File: src/rtl/risc_pkg.sv
// risc_pkg: shared types and helpers for the 16-bit RISC core.
//   op_e       4-bit opcode encoding (10..15 are illegal)
//   flags_t    {c, n, z} condition flags
//   alu_res_t  single-cycle ALU result plus carry/borrow
//   alu_calc() single-cycle datapath used by the execute stage
// Build option: EXEC_MUL_EN (consumed by exec_unit) enables opcode MUL.
package risc_pkg;

  localparam int DATA_W = 16;
  localparam int REG_AW = 3;

  typedef enum logic [3:0] {
    OP_NOP = 4'd0,
    OP_ADD = 4'd1,
    OP_SUB = 4'd2,
    OP_AND = 4'd3,
    OP_OR  = 4'd4,
    OP_XOR = 4'd5,
    OP_SHL = 4'd6,
    OP_SHR = 4'd7,
    OP_LDI = 4'd8,
    OP_MUL = 4'd9
  } op_e;

  typedef struct packed {
    logic c;
    logic n;
    logic z;
  } flags_t;

  typedef struct packed {
    logic [DATA_W-1:0] result;
    logic              c;
  } alu_res_t;

  function automatic alu_res_t alu_calc(op_e op, logic [DATA_W-1:0] a,
                                        logic [DATA_W-1:0] b, logic [7:0] imm);
    alu_res_t         r;
    logic [DATA_W:0]  sum;
    logic [3:0]       sh;
    logic [4:0]       idx;
    r   = '0;
    sum = '0;
    idx = '0;
    sh  = b[3:0];
    case (op)
      OP_ADD: begin
        sum      = {1'b0, a} + {1'b0, b};
        r.result = sum[DATA_W-1:0];
        r.c      = sum[DATA_W];
      end
      OP_SUB: begin
        r.result = a - b;
        r.c      = (a < b);
      end
      OP_AND: r.result = a & b;
      OP_OR:  r.result = a | b;
      OP_XOR: r.result = a ^ b;
      OP_SHL: begin
        r.result = a << sh;
        // last bit shifted out of the top is a[16-sh]
        if (sh != 4'd0) begin
          idx = 5'd16 - {1'b0, sh};
          r.c = a[idx[3:0]];
        end
      end
      OP_SHR: begin
        r.result = a >> sh;
        if (sh != 4'd0) r.c = a[sh - 4'd1];
      end
      OP_LDI: r.result = {8'h00, imm};
      default: r = '0;
    endcase
    return r;
  endfunction

endpackage

File: src/rtl/exec_mul_seq.sv
// exec_mul_seq: 16-iteration shift-add multiplier (unsigned 16x16 -> 32).
//   clk, rst   clock, async active-high reset
//   start      load a/b and begin; only sampled when the caller is idle
//   a, b       operands
//   done       high for one cycle, during which product is valid
//   product    32-bit result
// Iterations 1..15 are registered; the 16th is folded into the combinational
// product so the result is available in the 16th cycle after start.
module exec_mul_seq
  import risc_pkg::*;
(
  input  logic              clk,
  input  logic              rst,
  input  logic              start,
  input  logic [DATA_W-1:0] a,
  input  logic [DATA_W-1:0] b,
  output logic              done,
  output logic [31:0]       product
);

  logic              active;
  logic [3:0]        cnt;
  logic [31:0]       acc;
  logic [31:0]       mcand;
  logic [DATA_W-1:0] mplier;
  logic [31:0]       acc_next;

  assign acc_next = mplier[0] ? (acc + mcand) : acc;
  assign done     = active && (cnt == 4'd0);
  assign product  = acc_next;

  always_ff @(posedge clk or posedge rst) begin
    if (rst) begin
      active <= 1'b0;
      cnt    <= '0;
      acc    <= '0;
      mcand  <= '0;
      mplier <= '0;
    end else if (start) begin
      active <= 1'b1;
      cnt    <= 4'd15;
      acc    <= '0;
      mcand  <= {16'h0000, a};
      mplier <= b;
    end else if (active) begin
      acc    <= acc_next;
      mcand  <= mcand << 1;
      mplier <= mplier >> 1;
      if (cnt == 4'd0) active <= 1'b0;
      else             cnt    <= cnt - 4'd1;
    end
  end

endmodule

File: src/rtl/exec_unit.sv
// exec_unit: execute/writeback stage of the 16-bit RISC core.
//   clk, rst                          clock, async active-high reset
//   issue_valid/issue_ready           instruction handshake (ready only in IDLE)
//   issue_op/rd/rs1/rs2/imm           instruction fields
//   read_addr_1/2, read_data_1/2      GPR read ports (addresses are pass-through)
//   write_en/write_dest/write_data    registered one-cycle GPR write
//   flags                             {c, n, z}
//   busy                              high in EXEC or WB
//   illegal                           one-cycle pulse after an unknown opcode
// Build option: EXEC_MUL_EN adds the EXEC state and exec_mul_seq; without it
// opcode MUL is treated as illegal.
//
// state  | meaning
// IDLE   | ready; accepts instruction, single-cycle result computed at accept
// EXEC   | multiplier iterating (EXEC_MUL_EN only)
// WB     | write_en high for this one cycle
module exec_unit
  import risc_pkg::*;
(
  input  logic              clk,
  input  logic              rst,
  input  logic              issue_valid,
  output logic              issue_ready,
  input  logic [3:0]        issue_op,
  input  logic [REG_AW-1:0] issue_rd,
  input  logic [REG_AW-1:0] issue_rs1,
  input  logic [REG_AW-1:0] issue_rs2,
  input  logic [7:0]        issue_imm,
  output logic [REG_AW-1:0] read_addr_1,
  output logic [REG_AW-1:0] read_addr_2,
  input  logic [DATA_W-1:0] read_data_1,
  input  logic [DATA_W-1:0] read_data_2,
  output logic              write_en,
  output logic [REG_AW-1:0] write_dest,
  output logic [DATA_W-1:0] write_data,
  output logic [2:0]        flags,
  output logic              busy,
  output logic              illegal
);

  typedef enum logic [1:0] {
    S_IDLE = 2'd0,
`ifdef EXEC_MUL_EN
    S_EXEC = 2'd1,
`endif
    S_WB   = 2'd2
  } state_e;

  state_e   state;
  flags_t   flags_q;
  op_e      op_in;
  alu_res_t alu;
  logic     accept;
  logic     op_legal;

  assign op_in       = op_e'(issue_op);
  assign read_addr_1 = issue_rs1;
  assign read_addr_2 = issue_rs2;
  assign issue_ready = (state == S_IDLE);
  assign busy        = (state != S_IDLE);
  assign accept      = issue_valid && (state == S_IDLE);
  assign flags       = flags_q;
  assign alu         = alu_calc(op_in, read_data_1, read_data_2, issue_imm);

  always_comb begin
    op_legal = 1'b0;
    case (op_in)
      OP_NOP, OP_ADD, OP_SUB, OP_AND, OP_OR,
      OP_XOR, OP_SHL, OP_SHR, OP_LDI: op_legal = 1'b1;
`ifdef EXEC_MUL_EN
      OP_MUL:                         op_legal = 1'b1;
`endif
      default:                        op_legal = 1'b0;
    endcase
  end

`ifdef EXEC_MUL_EN
  logic        mul_start;
  logic        mul_done;
  logic [31:0] mul_product;

  assign mul_start = accept && (op_in == OP_MUL);

  exec_mul_seq u_mul (
    .clk     (clk),
    .rst     (rst),
    .start   (mul_start),
    .a       (read_data_1),
    .b       (read_data_2),
    .done    (mul_done),
    .product (mul_product)
  );
`endif

  always_ff @(posedge clk or posedge rst) begin
    if (rst) begin
      state      <= S_IDLE;
      write_en   <= 1'b0;
      write_dest <= '0;
      write_data <= '0;
      flags_q    <= '0;
      illegal    <= 1'b0;
    end else begin
      write_en <= 1'b0;
      illegal  <= 1'b0;
      case (state)
        S_IDLE: begin
          if (accept) begin
            if (!op_legal) begin
              illegal <= 1'b1;
            end else if (op_in != OP_NOP) begin
              write_dest <= issue_rd;
`ifdef EXEC_MUL_EN
              if (op_in == OP_MUL) state <= S_EXEC;
              else
`endif
              begin
                state      <= S_WB;
                write_en   <= 1'b1;
                write_data <= alu.result;
                // LDI is the only legal non-NOP single-cycle op without flags
                if (op_in != OP_LDI)
                  flags_q <= '{c: alu.c, n: alu.result[DATA_W-1],
                               z: (alu.result == '0)};
              end
            end
          end
        end
`ifdef EXEC_MUL_EN
        S_EXEC: begin
          if (mul_done) begin
            state      <= S_WB;
            write_en   <= 1'b1;
            write_data <= mul_product[DATA_W-1:0];
            flags_q    <= '{c: |mul_product[31:16], n: mul_product[DATA_W-1],
                            z: (mul_product[DATA_W-1:0] == '0)};
          end
        end
`endif
        S_WB:    state <= S_IDLE;
        default: state <= S_IDLE;
      endcase
    end
  end

endmodule

File: config.mk
export PLATFORM = sky130hd
export DESIGN_NAME = exec_unit
export DESIGN_NICKNAME = d
export VERILOG_FILES = /design/src/rtl/risc_pkg.sv /design/src/rtl/exec_mul_seq.sv /design/src/rtl/exec_unit.sv
export SDC_FILE = /design/constraint.sdc
export NUM_CORES = 1
export LEC_CHECK = 0
export CORE_ASPECT_RATIO = 1.4
export CORE_UTILIZATION = 45
export DETAILED_ROUTE_END_ITERATION = 10
export PLACE_DENSITY_LB_ADDON = 0.1
export RECOVER_POWER = 25
export SKIP_CTS_REPAIR_TIMING = 1
export SLEW_MARGIN = 20
export SYNTH_ARGS = -nofsm -noshare
export SYNTH_HDL_FRONTEND = slang
export SYNTH_SLANG_ARGS = --single-unit
File: constraint.sdc
create_clock -name clk -period 1.6 [get_ports clk]
set_input_delay 0.16 -clock clk [delete_from_list [all_inputs] [get_ports clk]]
set_output_delay 0.16 -clock clk [all_outputs]
set_load 0.01 [all_outputs]
==> results.json <==
{
  "dp_cells": 1074,
  "row_count": 46,
  "powerDensity_nw_per_um2": 513,
  "report.final.setup_viol": 19,
  "drt-wirelength-per-cell_um": 24.4,
  "cpMaxStageDelayCell": "a222oi_1",
  "ys_seq_elements": 25,
  "synth_edf_count": 0,
  "violations": "setup timing",
  "wl_um": 27600,
  "rsz0062_at_grt": "yes",
  "syn2layout_area_growth_pct": 87.2,
  "arrival_ps": 2890,
  "critical-path-top-delay-family": "simple AND/OR/NAND/NOR gates",
  "gp_congestion": 1.04,
  "worst-path-buf-inv": 5,
  "synth_warnings": 0,
  "path_common_cell": "buf_12",
  "port_buffers": 75,
  "tightest_slew_ps": 531,
  "fin_ws_ps": -1130,
  "drc": 0,
  "hold_ws_ps": 238,
  "grt_max_degree": 31,
  "syn_inst": 651,
  "synthTopCellsByArea": "ha_1 (12%), dfrtp_1 (12%), mux4_2 (11%)",
  "core_area_um2": 11300,
  "ant_nets": 0,
  "clk_path_buf_depth": 2,
  "crit_path_cell_trace": "buf_12 -> buf_12 -> buf_4 -> buf_12 -> nor2b_1 -> a222oi_1 -> buf_4 -> o22ai_2 -> nor3_2 -> nand4_1 -> nor4_4 -> nand4_1 -> o41ai_2",
  "max-vdd-ir-drop_mv": 0.335,
  "ys_types": 84,
  "firstDrtPassIters": 6,
  "regArea_um2": 626,
  "die_h_um": 129,
  "cts_tree": "built",
  "first_global_vias": 6613,
  "drtIter0Drc": 717,
  "synth.avg_cell_area_um2": 8.00,
  "period_needed_ps": 2730,
  "numCtsBuffers": 3,
  "synthDominantCellAreaShare_pct": 12.2,
  "hold_violations": 0,
  "start_util_pct": 46.2,
  "maxSlewHeadroom_pct": 64.1,
  "finalCritPeriodShare_pct": 171,
  "critPathCaptureType": "flop",
  "syn-num-nets": 760,
  "leakage_nw": 4.35,
  "grt_antenna_before_repair": 0,
  "mappedNetlistArea_um2": 5210,
  "multiInputGateArea_um2": 5340,
  "clock-root-buffer": "clkbuf_16",
  "hpwl_um": 19500,
  "die_w_um": 93.0,
  "ys_seq_area_share_pct": 12.0,
  "clkSlewWorstSetupHoldPaths_ps": 70,
  "diodes": 0,
  "dpl_cell_area_um2": 7970,
  "grt_usage_pct": 38.4,
  "grt_overflow": 0,
  "drive_above_1_share_pct": 57.7,
  "ys_dominant_reg_cell": "dfrtp_1",
  "finClkSkew_ps": 4.94,
  "htreeDepth": 1,
  "worst_ep_required_time_ps": 1760,
  "nFillCells": 584,
  "grt_first_pass_wirelength_um": 35400,
  "yosysMostFrequentCell": "nor2_1",
  "instances_no_fill": 1129,
  "async_reset_ff_share_pct": 100,
  "outcome": "finished, violations left",
  "nNetsFinal": 1095,
  "maxClockFrequency_mhz": 366,
  "cp_max_fo": 9,
  "crit_type": "in -> reg",
  "clk_latency_ps": 270,
  "dieArea_um2": 12000,
  "critPathMaxStageDelay_ps": 550,
  "vias": 7490,
  "yosysTopAreaCell": "ha_1",
  "via_per_inst": 6.63,
  "pin_count": 88,
  "cts.sinks": 25,
  "drv_slew": 0,
  "hold_path_class": "in -> async",
  "cap_violations": 0,
  "yosys-top-cells-count": "nor2_1 (71), ha_1 (51), a21oi_1 (44), inv_1 (44), nand2_1 (38)",
  "final_area_um2": 9760,
  "setup.worst_path.start_class": "input pin"
}
[worst paths after layout]
path,from,slack [ps],to,cells past startpoint
setup / recovery,read_data_2[0],-1130,flags[0],13
hold / removal,rst,240,write_en,2
setup reg to reg,state[1],-680,flags[0],8
hold reg to reg,write_dest[2],520,write_dest[2],1
max in group asynchronous,rst,610,flags[0],3
min in group clk,issue_rs1[1],320,read_addr_1[1],0
[registers in the layout, summed over array words and instances (netlist names)]
register / flops
write_dest: 3
illegal: 1
state: 1
flags: 3
write_data: 16
write_en: 1
[through the flow]
stage	setup TNS, ps	util [%]	power [mW]	setup WS (ps)
after floorplan	-11090	-	2.15	-1030
after global placement	-26510	70.6	3.49	-1740
after detailed placement	-27290	70.6	3.56	-1720
after CTS	-21090	71.3	4.11	-1450
after global routing	-12750	86.5	5.19	-1220
final	-12090	86.5	5.00	-1130
[logic make-up (layout without fill, tap and decap cells)]
logic type                 after synthesis  in the layout  share of synthesized area, %
and+or+nand+nor                        213            213                          21.0
AOI/OAI and AO/OA                      188            188                          25.2
buffers and inverters                  101            435                          8.57
muxes                                   59             59                          18.2
adders and majority gates               53             53                          13.0
DFF                                     25             25                          12.0
xor gates and xnor gates                12             12                          2.02
[layout make-up]
cell class	instances	area share, %
Timing Repair Buffer	384	34.0
Tap cell	144	1.85
Inverter	47	2.21
Clock buffer	3	0.769
Multi-Input combinational cell	525	54.7
Sequential cell	25	6.41
Clock inverter	1	0.0513
[cells in the final DEF (no fill, tap or decap), drive strengths merged, types with 19 or more instances in the layout]
master / instances
buf: 316
nor2: 72
ha: 51
inv: 45
a21oi: 44
clkdlybuf4s50: 42
nand2: 39
o21ai: 27
mux4: 26
dfrtp: 25
mux2: 19
[report_power, final]
group	switching (mW)	internal, mW	total [mW]
registers	0.0806	0.759	0.840
clock network	0.239	0.338	0.577
logic	1.73	1.86	3.59
[metal layers]
layer | wire length [um] | track usage [%] | part of all wire [%] | up-vias
met1 | 9010 | 44.4 | 33 | 3500
met4 | 2500 | 22.3 | 9.1 | 0
met3 | 2540 | 2.93 | 9.2 | 206
met5 | 0 | 0 | 0 | -
li1 | - | - | - | 3126
met2 | 13500 | 68.9 | 49 | 658
Power figures use the tool's default switching activity.
